--- config.mk ---
export PLATFORM = sky130hd
export DESIGN_NAME = stream_fifo_flat
export DESIGN_NICKNAME = d
export VERILOG_FILES = /design/src/rtl/fifo_pkg.sv /design/src/rtl/stream_fifo_if.sv /design/src/rtl/fifo_ram.sv /design/src/rtl/stream_fifo.sv /design/src/flat_wrapper.sv
export SDC_FILE = /design/constraint.sdc
export NUM_CORES = 1
export LEC_CHECK = 0
export BUFFER_PORTS_ARGS = -buffer_cell sky130_fd_sc_hd__buf_2
export CORE_ASPECT_RATIO = 1.25
export CORE_UTILIZATION = 40
export CTS_CLUSTER_SIZE = 16
export DETAILED_ROUTE_END_ITERATION = 8
export HOLD_SLACK_MARGIN = 0.15
export SETUP_SLACK_MARGIN = 0.1
export SLEW_MARGIN = 20
export SYNTH_ARGS = -nofsm -noshare
export SYNTH_HDL_FRONTEND = slang
export SYNTH_SLANG_ARGS = --single-unit
--- constraint.sdc ---
create_clock -name clk -period 4.16 [get_ports clk]
set_input_delay 0.416 -clock clk [delete_from_list [all_inputs] [get_ports clk]]
set_output_delay 0.416 -clock clk [all_outputs]
set_load 0.01 [all_outputs]
--- src/rtl/fifo_pkg.sv ---
`default_nettype none
// ============================================================================
// Module      : fifo_pkg
// Description : Shared constants and width helper for the stream FIFO slice.
// Revision    : 1.0 - initial release
// ============================================================================
package fifo_pkg;

  // Read-mode selectors for the FWFT parameter
  localparam bit FIFO_STD  = 1'b0;
  localparam bit FIFO_FWFT = 1'b1;

  // Smallest number of bits able to index 'value' distinct items
  function automatic int fifo_clog2(input int value);
    int result;
    result = 0;
    while ((1 << result) < value) begin
      result = result + 1;
    end
    return result;
  endfunction

endpackage
`default_nettype wire

--- src/rtl/stream_fifo_if.sv ---
`default_nettype none
// ============================================================================
// Module      : stream_fifo_if
// Description : Write/read handshake, status and error bundle of stream_fifo.
// Revision    : 1.0 - initial release
// ============================================================================
interface stream_fifo_if
  import fifo_pkg::*;
#(
  parameter int WIDTH = 16,
  parameter int DEPTH = 8
) ();

  localparam int CW = fifo_clog2(DEPTH + 1);

  logic             flush;
  logic             wr_en;
  logic [WIDTH-1:0] wr_data;
  logic             rd_en;
  logic             clr_err;
  logic [WIDTH-1:0] rd_data;
  logic             rd_valid;
  logic             full;
  logic             empty;
  logic             almost_full;
  logic             almost_empty;
  logic [CW-1:0]    count;
  logic             overflow;
  logic             underflow;

  // Producer/consumer side
  modport master (
    output flush, wr_en, wr_data, rd_en, clr_err,
    input  rd_data, rd_valid, full, empty, almost_full, almost_empty,
           count, overflow, underflow
  );

  // FIFO side
  modport slave (
    input  flush, wr_en, wr_data, rd_en, clr_err,
    output rd_data, rd_valid, full, empty, almost_full, almost_empty,
           count, overflow, underflow
  );

endinterface
`default_nettype wire

--- src/rtl/fifo_ram.sv ---
`default_nettype none
// ============================================================================
// Module      : fifo_ram
// Description : DEPTH x WIDTH storage, synchronous write, asynchronous read.
//               Contents are intentionally not reset.
// Revision    : 1.0 - initial release
// ============================================================================
module fifo_ram
  import fifo_pkg::*;
#(
  parameter int WIDTH = 16,
  parameter int DEPTH = 8,
  parameter int PW    = fifo_clog2(DEPTH)
) (
  input  wire logic             clk,
  input  wire logic             we,
  input  wire logic [PW-1:0]    waddr,
  input  wire logic [WIDTH-1:0] wdata,
  input  wire logic [PW-1:0]    raddr,
  output      logic [WIDTH-1:0] rdata
);

  logic [WIDTH-1:0] mem [DEPTH];

  // Write port: store one word per accepted write
  always_ff @(posedge clk) begin
    if (we) begin
      mem[waddr] <= wdata;
    end
  end

  assign rdata = mem[raddr];

endmodule
`default_nettype wire

--- src/rtl/stream_fifo.sv ---
`default_nettype none
// ============================================================================
// Module      : stream_fifo
// Description : Single-clock FIFO with standard or FWFT read mode, occupancy
//               count, threshold flags, synchronous flush and sticky errors.
// Revision    : 1.0 - initial release
// ============================================================================
module stream_fifo
  import fifo_pkg::*;
#(
  parameter int WIDTH    = 16,
  parameter int DEPTH    = 8,
  parameter bit FWFT     = FIFO_STD,
  parameter int AF_LEVEL = DEPTH - 1,
  parameter int AE_LEVEL = 1
) (
  input wire logic    clk,
  input wire logic    rst_n,
  stream_fifo_if.slave bus
);

  localparam int            CW       = fifo_clog2(DEPTH + 1);
  localparam int            PW       = fifo_clog2(DEPTH);
  localparam logic [PW-1:0] LAST_IDX = PW'(DEPTH - 1);
  localparam logic [CW-1:0] FULL_CNT = CW'(DEPTH);
  localparam logic [CW-1:0] AF_CNT   = CW'(AF_LEVEL);
  localparam logic [CW-1:0] AE_CNT   = CW'(AE_LEVEL);

  logic [PW-1:0]    wr_ptr_q, wr_ptr_d;
  logic [PW-1:0]    rd_ptr_q, rd_ptr_d;
  logic [CW-1:0]    count_q, count_d;
  logic             overflow_q, overflow_d;
  logic             underflow_q, underflow_d;
  logic             wr_accept, rd_accept;
  logic             is_full, is_empty;
  logic [WIDTH-1:0] ram_rdata;

  // Status is decoded from the registered count only
  assign is_full  = (count_q == FULL_CNT);
  assign is_empty = (count_q == '0);

  fifo_ram #(
    .WIDTH (WIDTH),
    .DEPTH (DEPTH),
    .PW    (PW)
  ) u_ram (
    .clk   (clk),
    .we    (wr_accept),
    .waddr (wr_ptr_q),
    .wdata (bus.wr_data),
    .raddr (rd_ptr_q),
    .rdata (ram_rdata)
  );

  // Accept logic, explicit pointer wrap, count and sticky error next-state
  always_comb begin
    wr_accept   = bus.wr_en && !is_full && !bus.flush;
    rd_accept   = bus.rd_en && !is_empty && !bus.flush;
    wr_ptr_d    = wr_ptr_q;
    rd_ptr_d    = rd_ptr_q;
    count_d     = count_q;
    overflow_d  = overflow_q;
    underflow_d = underflow_q;

    if (wr_accept) begin
      wr_ptr_d = (wr_ptr_q == LAST_IDX) ? '0 : wr_ptr_q + 1'b1;
    end
    if (rd_accept) begin
      rd_ptr_d = (rd_ptr_q == LAST_IDX) ? '0 : rd_ptr_q + 1'b1;
    end
    case ({wr_accept, rd_accept})
      2'b10:   count_d = count_q + 1'b1;
      2'b01:   count_d = count_q - 1'b1;
      default: count_d = count_q;
    endcase
    if (bus.flush) begin
      wr_ptr_d = '0;
      rd_ptr_d = '0;
      count_d  = '0;
    end

    // Clear first so a same-cycle set condition wins
    if (bus.clr_err) begin
      overflow_d  = 1'b0;
      underflow_d = 1'b0;
    end
    if (bus.wr_en && is_full && !bus.flush) begin
      overflow_d = 1'b1;
    end
    if (bus.rd_en && is_empty && !bus.flush) begin
      underflow_d = 1'b1;
    end
  end

  // Pointer, count and error flag registers
  always_ff @(posedge clk or negedge rst_n) begin
    if (!rst_n) begin
      wr_ptr_q    <= '0;
      rd_ptr_q    <= '0;
      count_q     <= '0;
      overflow_q  <= 1'b0;
      underflow_q <= 1'b0;
    end else begin
      wr_ptr_q    <= wr_ptr_d;
      rd_ptr_q    <= rd_ptr_d;
      count_q     <= count_d;
      overflow_q  <= overflow_d;
      underflow_q <= underflow_d;
    end
  end

  assign bus.count        = count_q;
  assign bus.full         = is_full;
  assign bus.empty        = is_empty;
  assign bus.almost_full  = (count_q >= AF_CNT);
  assign bus.almost_empty = (count_q <= AE_CNT);
  assign bus.overflow     = overflow_q;
  assign bus.underflow    = underflow_q;

  generate
    if (FWFT == FIFO_STD) begin : g_std
      logic [WIDTH-1:0] rd_data_q, rd_data_d;
      logic             rd_valid_q, rd_valid_d;

      // Capture the head word on an accepted read; pulse valid for one cycle
      always_comb begin
        rd_data_d  = rd_data_q;
        rd_valid_d = rd_accept;
        if (rd_accept) begin
          rd_data_d = ram_rdata;
        end
      end

      // Registered read data and valid
      always_ff @(posedge clk or negedge rst_n) begin
        if (!rst_n) begin
          rd_data_q  <= '0;
          rd_valid_q <= 1'b0;
        end else begin
          rd_data_q  <= rd_data_d;
          rd_valid_q <= rd_valid_d;
        end
      end

      assign bus.rd_data  = rd_data_q;
      assign bus.rd_valid = rd_valid_q;
    end else begin : g_fwft
      // Head word is presented directly; rd_en acts as the pop acknowledge
      assign bus.rd_data  = is_empty ? '0 : ram_rdata;
      assign bus.rd_valid = !is_empty;
    end
  endgenerate

endmodule
`default_nettype wire

--- src/flat_wrapper.sv ---
// flat-port wrapper written by rule: the top's interface ports become plain ports
module stream_fifo_flat import fifo_pkg::*;
#(
  parameter int WIDTH    = 16,
  parameter int DEPTH    = 8,
  parameter bit FWFT     = FIFO_STD,
  parameter int AF_LEVEL = DEPTH - 1,
  parameter int AE_LEVEL = 1
)
  (clk, rst_n, bus_flush, bus_wr_en, bus_wr_data, bus_rd_en, bus_clr_err, bus_rd_data, bus_rd_valid, bus_full, bus_empty, bus_almost_full, bus_almost_empty, bus_count, bus_overflow, bus_underflow);
  stream_fifo_if #(.WIDTH(WIDTH), .DEPTH(DEPTH)) bus_i ();
  input wire logic clk;
  input wire logic rst_n;
  input wire logic [$bits(bus_i.flush)-1:0] bus_flush;
  input wire logic [$bits(bus_i.wr_en)-1:0] bus_wr_en;
  input wire logic [$bits(bus_i.wr_data)-1:0] bus_wr_data;
  input wire logic [$bits(bus_i.rd_en)-1:0] bus_rd_en;
  input wire logic [$bits(bus_i.clr_err)-1:0] bus_clr_err;
  output wire logic [$bits(bus_i.rd_data)-1:0] bus_rd_data;
  output wire logic [$bits(bus_i.rd_valid)-1:0] bus_rd_valid;
  output wire logic [$bits(bus_i.full)-1:0] bus_full;
  output wire logic [$bits(bus_i.empty)-1:0] bus_empty;
  output wire logic [$bits(bus_i.almost_full)-1:0] bus_almost_full;
  output wire logic [$bits(bus_i.almost_empty)-1:0] bus_almost_empty;
  output wire logic [$bits(bus_i.count)-1:0] bus_count;
  output wire logic [$bits(bus_i.overflow)-1:0] bus_overflow;
  output wire logic [$bits(bus_i.underflow)-1:0] bus_underflow;
  assign bus_i.flush = bus_flush;
  assign bus_i.wr_en = bus_wr_en;
  assign bus_i.wr_data = bus_wr_data;
  assign bus_i.rd_en = bus_rd_en;
  assign bus_i.clr_err = bus_clr_err;
  assign bus_rd_data = bus_i.rd_data;
  assign bus_rd_valid = bus_i.rd_valid;
  assign bus_full = bus_i.full;
  assign bus_empty = bus_i.empty;
  assign bus_almost_full = bus_i.almost_full;
  assign bus_almost_empty = bus_i.almost_empty;
  assign bus_count = bus_i.count;
  assign bus_overflow = bus_i.overflow;
  assign bus_underflow = bus_i.underflow;
  stream_fifo #(.WIDTH(WIDTH), .DEPTH(DEPTH), .FWFT(FWFT), .AF_LEVEL(AF_LEVEL), .AE_LEVEL(AE_LEVEL)) u_core (.clk(clk), .rst_n(rst_n), .bus(bus_i));
endmodule
==> qor.yml <==
worst_setup_path:
  cpLargestDelayFamily: "simple AND/OR/NAND/NOR gates"
  slowest_stage: "or4_4"
  cpPeakStageDelay_ns: 0.45
  crit_required_ns: 4.28
  crit_buf_inv: 3
  start_kind: "flip-flop"
  arrival_ns: 2.82
  endpoint_kind: "flip-flop"
  crit_fanout: 11
  critical_path.cell_chain: "inv_1 -> ha_1 -> nor2b_1 -> nand2_2 -> inv_2 -> or4_4 -> nor2_1 -> buf_4"
  critPathKind: "flip-flop to flip-flop"
synth:
  syn_nets: 364
  netlist_instances: 335
  synth-edff-count: 128
  synth_async_sr_flop_share_pct: 18.5
  ys_types: 39
  yosysWarnings: 0
  synth_area_leaders: "edfxtp_1 (62%), dfrtp_1 (12%), mux4_2 (12%)"
  yosysTopAreaCell: "edfxtp_1"
  synth_top_area_share_pct: 61.8
  synthFlopType: "edfxtp_1"
  syn_area_um2: 6220
  yosysSeqAreaShare_pct: 73.5
  syn_avg_cell_area_um2: 18.6
  ys_ff_latch: 157
power_and_ir_drop:
  p_total_mw: 4.28
  power_density_nw_per_um2: 583
  p_sw_mw: 1.14
  pwr-share-comb_pct: 19.0
  p_int_mw: 3.14
  p_leak_nw: 2.51
  power_frac_seq_pct: 45.5
  pwr-share-clk_pct: 35.5
  irDropWorstVdd_mv: 0.255
  swShare_pct: 26.5
clock_tree:
  clk_pin_slew_worst_paths_ns: 0.06
  cts.sinks: 157
  cts_buffer_depth: 2
  htree_levels: 4
  cts_tree: "done"
  numCtsBuffers: 17
  clockRootBuffer: "clkbuf_16"
  insertion_delay_ns: 0.43
die:
  die_width_um: 114
  die_h_um: 141
  rows: 50
  initial_utilization_pct: 41.2
  die_area_um2: 16100
  pin_count: 49
  core_um2: 15100
route:
  via_per_inst: 5.13
  route.detailed.drc: 0
  routedWlPerCell_um: 18.6
  vias: 3173
  antenna_left: 0
  totalWireLength_mm: 11.5
  dr.first_iter.drc_count: 215
  firstDrtPassIters: 4
cells_and_area:
  final_common_cell: "edfxtp_1"
  antenna_cells: 0
  layout_common_cells: "edfxtp_1 (128), buf_2 (48), mux4_2 (32)"
  nFillCells: 1245
  syn_to_final_growth_pct: 17.9
  drive_above_1_share_pct: 33.8
  fin_nets: 427
grt:
  grt_start_max_net_pins: 35
  grt_antenna_before_repair: 0
  met2_usage_pct: 25.0
  overflow: 0
  grt.met3_usage_pct: 4.31
  top_usage_layer: "met2"
  grt_pass1_vias: 3293
  grtUsageTotal_pct: 15.9
  globalRouteMet1Util_pct: 20.4
  grt_pass1_wl_mm: 18.3
timing:
  tns_ns: 0
  slew_violations: 0
  period_minus_slack_ns: 2.69
  setup_ws_ns: 1.47
  finClkSkew_ns: 0.00748
  timing.final.crit_share_pct: 64.7
  holdWs_ns: 0.206
  finalHoldViolations: 0
  tightest_slew_ns: 0.857
  setup_viol: 0
  slew-limit-headroom_pct: 42.9
  clock.fmax_mhz: 371
  rsz0062_at_grt: "no"
job:
  max-cap-violations: 0
placed_design:
  dp_hpwl_mm: 6.99
  place_ws_ns: 1.49
  portBuffers: 48
  place_congestion: 0.765
worst_hold_path:
  hp-class: "input pin to flip-flop"
status:
  status: "finished clean"
## final timing paths
path	from	to	slack, ns	cells past startpoint
max in group asynchronous	rst_n	u_core.rd_ptr_q[1]	3.00	2
min	bus_clr_err	u_core.bus.overflow	0.21	2
max	u_core.bus.count[0]	u_core.u_ram.mem[4][2]	1.47	8
min in group asynchronous	rst_n	u_core.bus.rd_data[5]	0.62	2
max reg2reg	u_core.bus.count[0]	u_core.u_ram.mem[4][2]	1.47	8
min reg2reg	u_core.bus.rd_data[8]	u_core.bus.rd_data[8]	0.52	2
## per-stage QoR
step                      cell area (um2)  instances  utilization, %
final                                7330        619            48.6
after global routing                 7330        619            48.6
after CTS                            7330        619            48.6
after detailed placement             6730        586            44.6
after global placement               6730        586            44.6
after floorplan                      6220        335               -
## layer usage
layer | vias to the layer above | wire length [um]
li1 | 1441 | -
met1 | 1620 | 5020
met2 | 91 | 5760
met3 | 21 | 499
met4 | 0 | 222
met5 | - | 0
## synth_stat cells, types with 2 or more instances
master / n
nand2_1: 11
edfxtp_1: 128
dfrtp_1: 29
nand3_1: 4
nor2_2: 2
nor2b_1: 2
a21oi_1: 23
clkbuf_1: 3
nand2b_1: 3
buf_2: 10
nand4b_1: 3
o2111ai_1: 2
buf_4: 3
mux4_2: 32
mux2i_1: 16
or3_1: 2
nor3_1: 3
nor2_1: 26
xor2_1: 2
ha_1: 7
inv_2: 2
inv_1: 5
## power groups by stage
stage          clock network [mW]  registers, mW  logic, mW
2_1_floorplan                   0           1.96      0.584
3_3_place_gp                    0           1.98      0.812
3_5_place_dp                    0           1.98      0.821
4_1_cts                      1.55           1.95      0.827
5_1_grt                      1.60           1.97      0.895
6_report                     1.52           1.95      0.812
## logic make-up (layout without fill, tap and decap cells)
| group | count (synthesis) | after routing | share of synthesized area, % |
|---|---|---|---|
| buffers and inverters | 24 | 100 | 1.87 |
| multiplexers | 49 | 49 | 14.3 |
| adder cells (fa/ha/maj) | 7 | 7 | 1.41 |
| XOR/XNOR | 3 | 3 | 0.423 |
| AND/OR/NAND/NOR | 61 | 61 | 4.83 |
| flip-flops | 157 | 157 | 73.5 |
| AO/OA/AOI/OAI | 34 | 34 | 3.64 |
## repair_timing
action,in CTS,in global routing
hold endpoints to repair,29,0
gates resized for setup,0,0
hold buffers,1,0
buffers inserted,0,0
## flip-flops by register name, summed over array words and instances, names as in the netlist
register,flops
u_core.bus.count,4
u_core.bus.overflow,1
u_core.bus.rd_data,16
u_core.bus.rd_valid,1
u_core.bus.underflow,1
u_core.rd_ptr_q,3
u_core.u_ram.mem,128
u_core.wr_ptr_q,3
## layout make-up
type	count	area, um2	area share [%]
Clock buffer	22	474	6.47
Clock inverter	10	114	1.55
Inverter	8	32.5	0.444
Multi-Input combinational cell	154	1540	21.0
Sequential cell	157	4570	62.4
Tap cell	208	260	3.55
Timing Repair Buffer	60	333	4.54
Note: power is estimated with default switching activity, not from simulation.
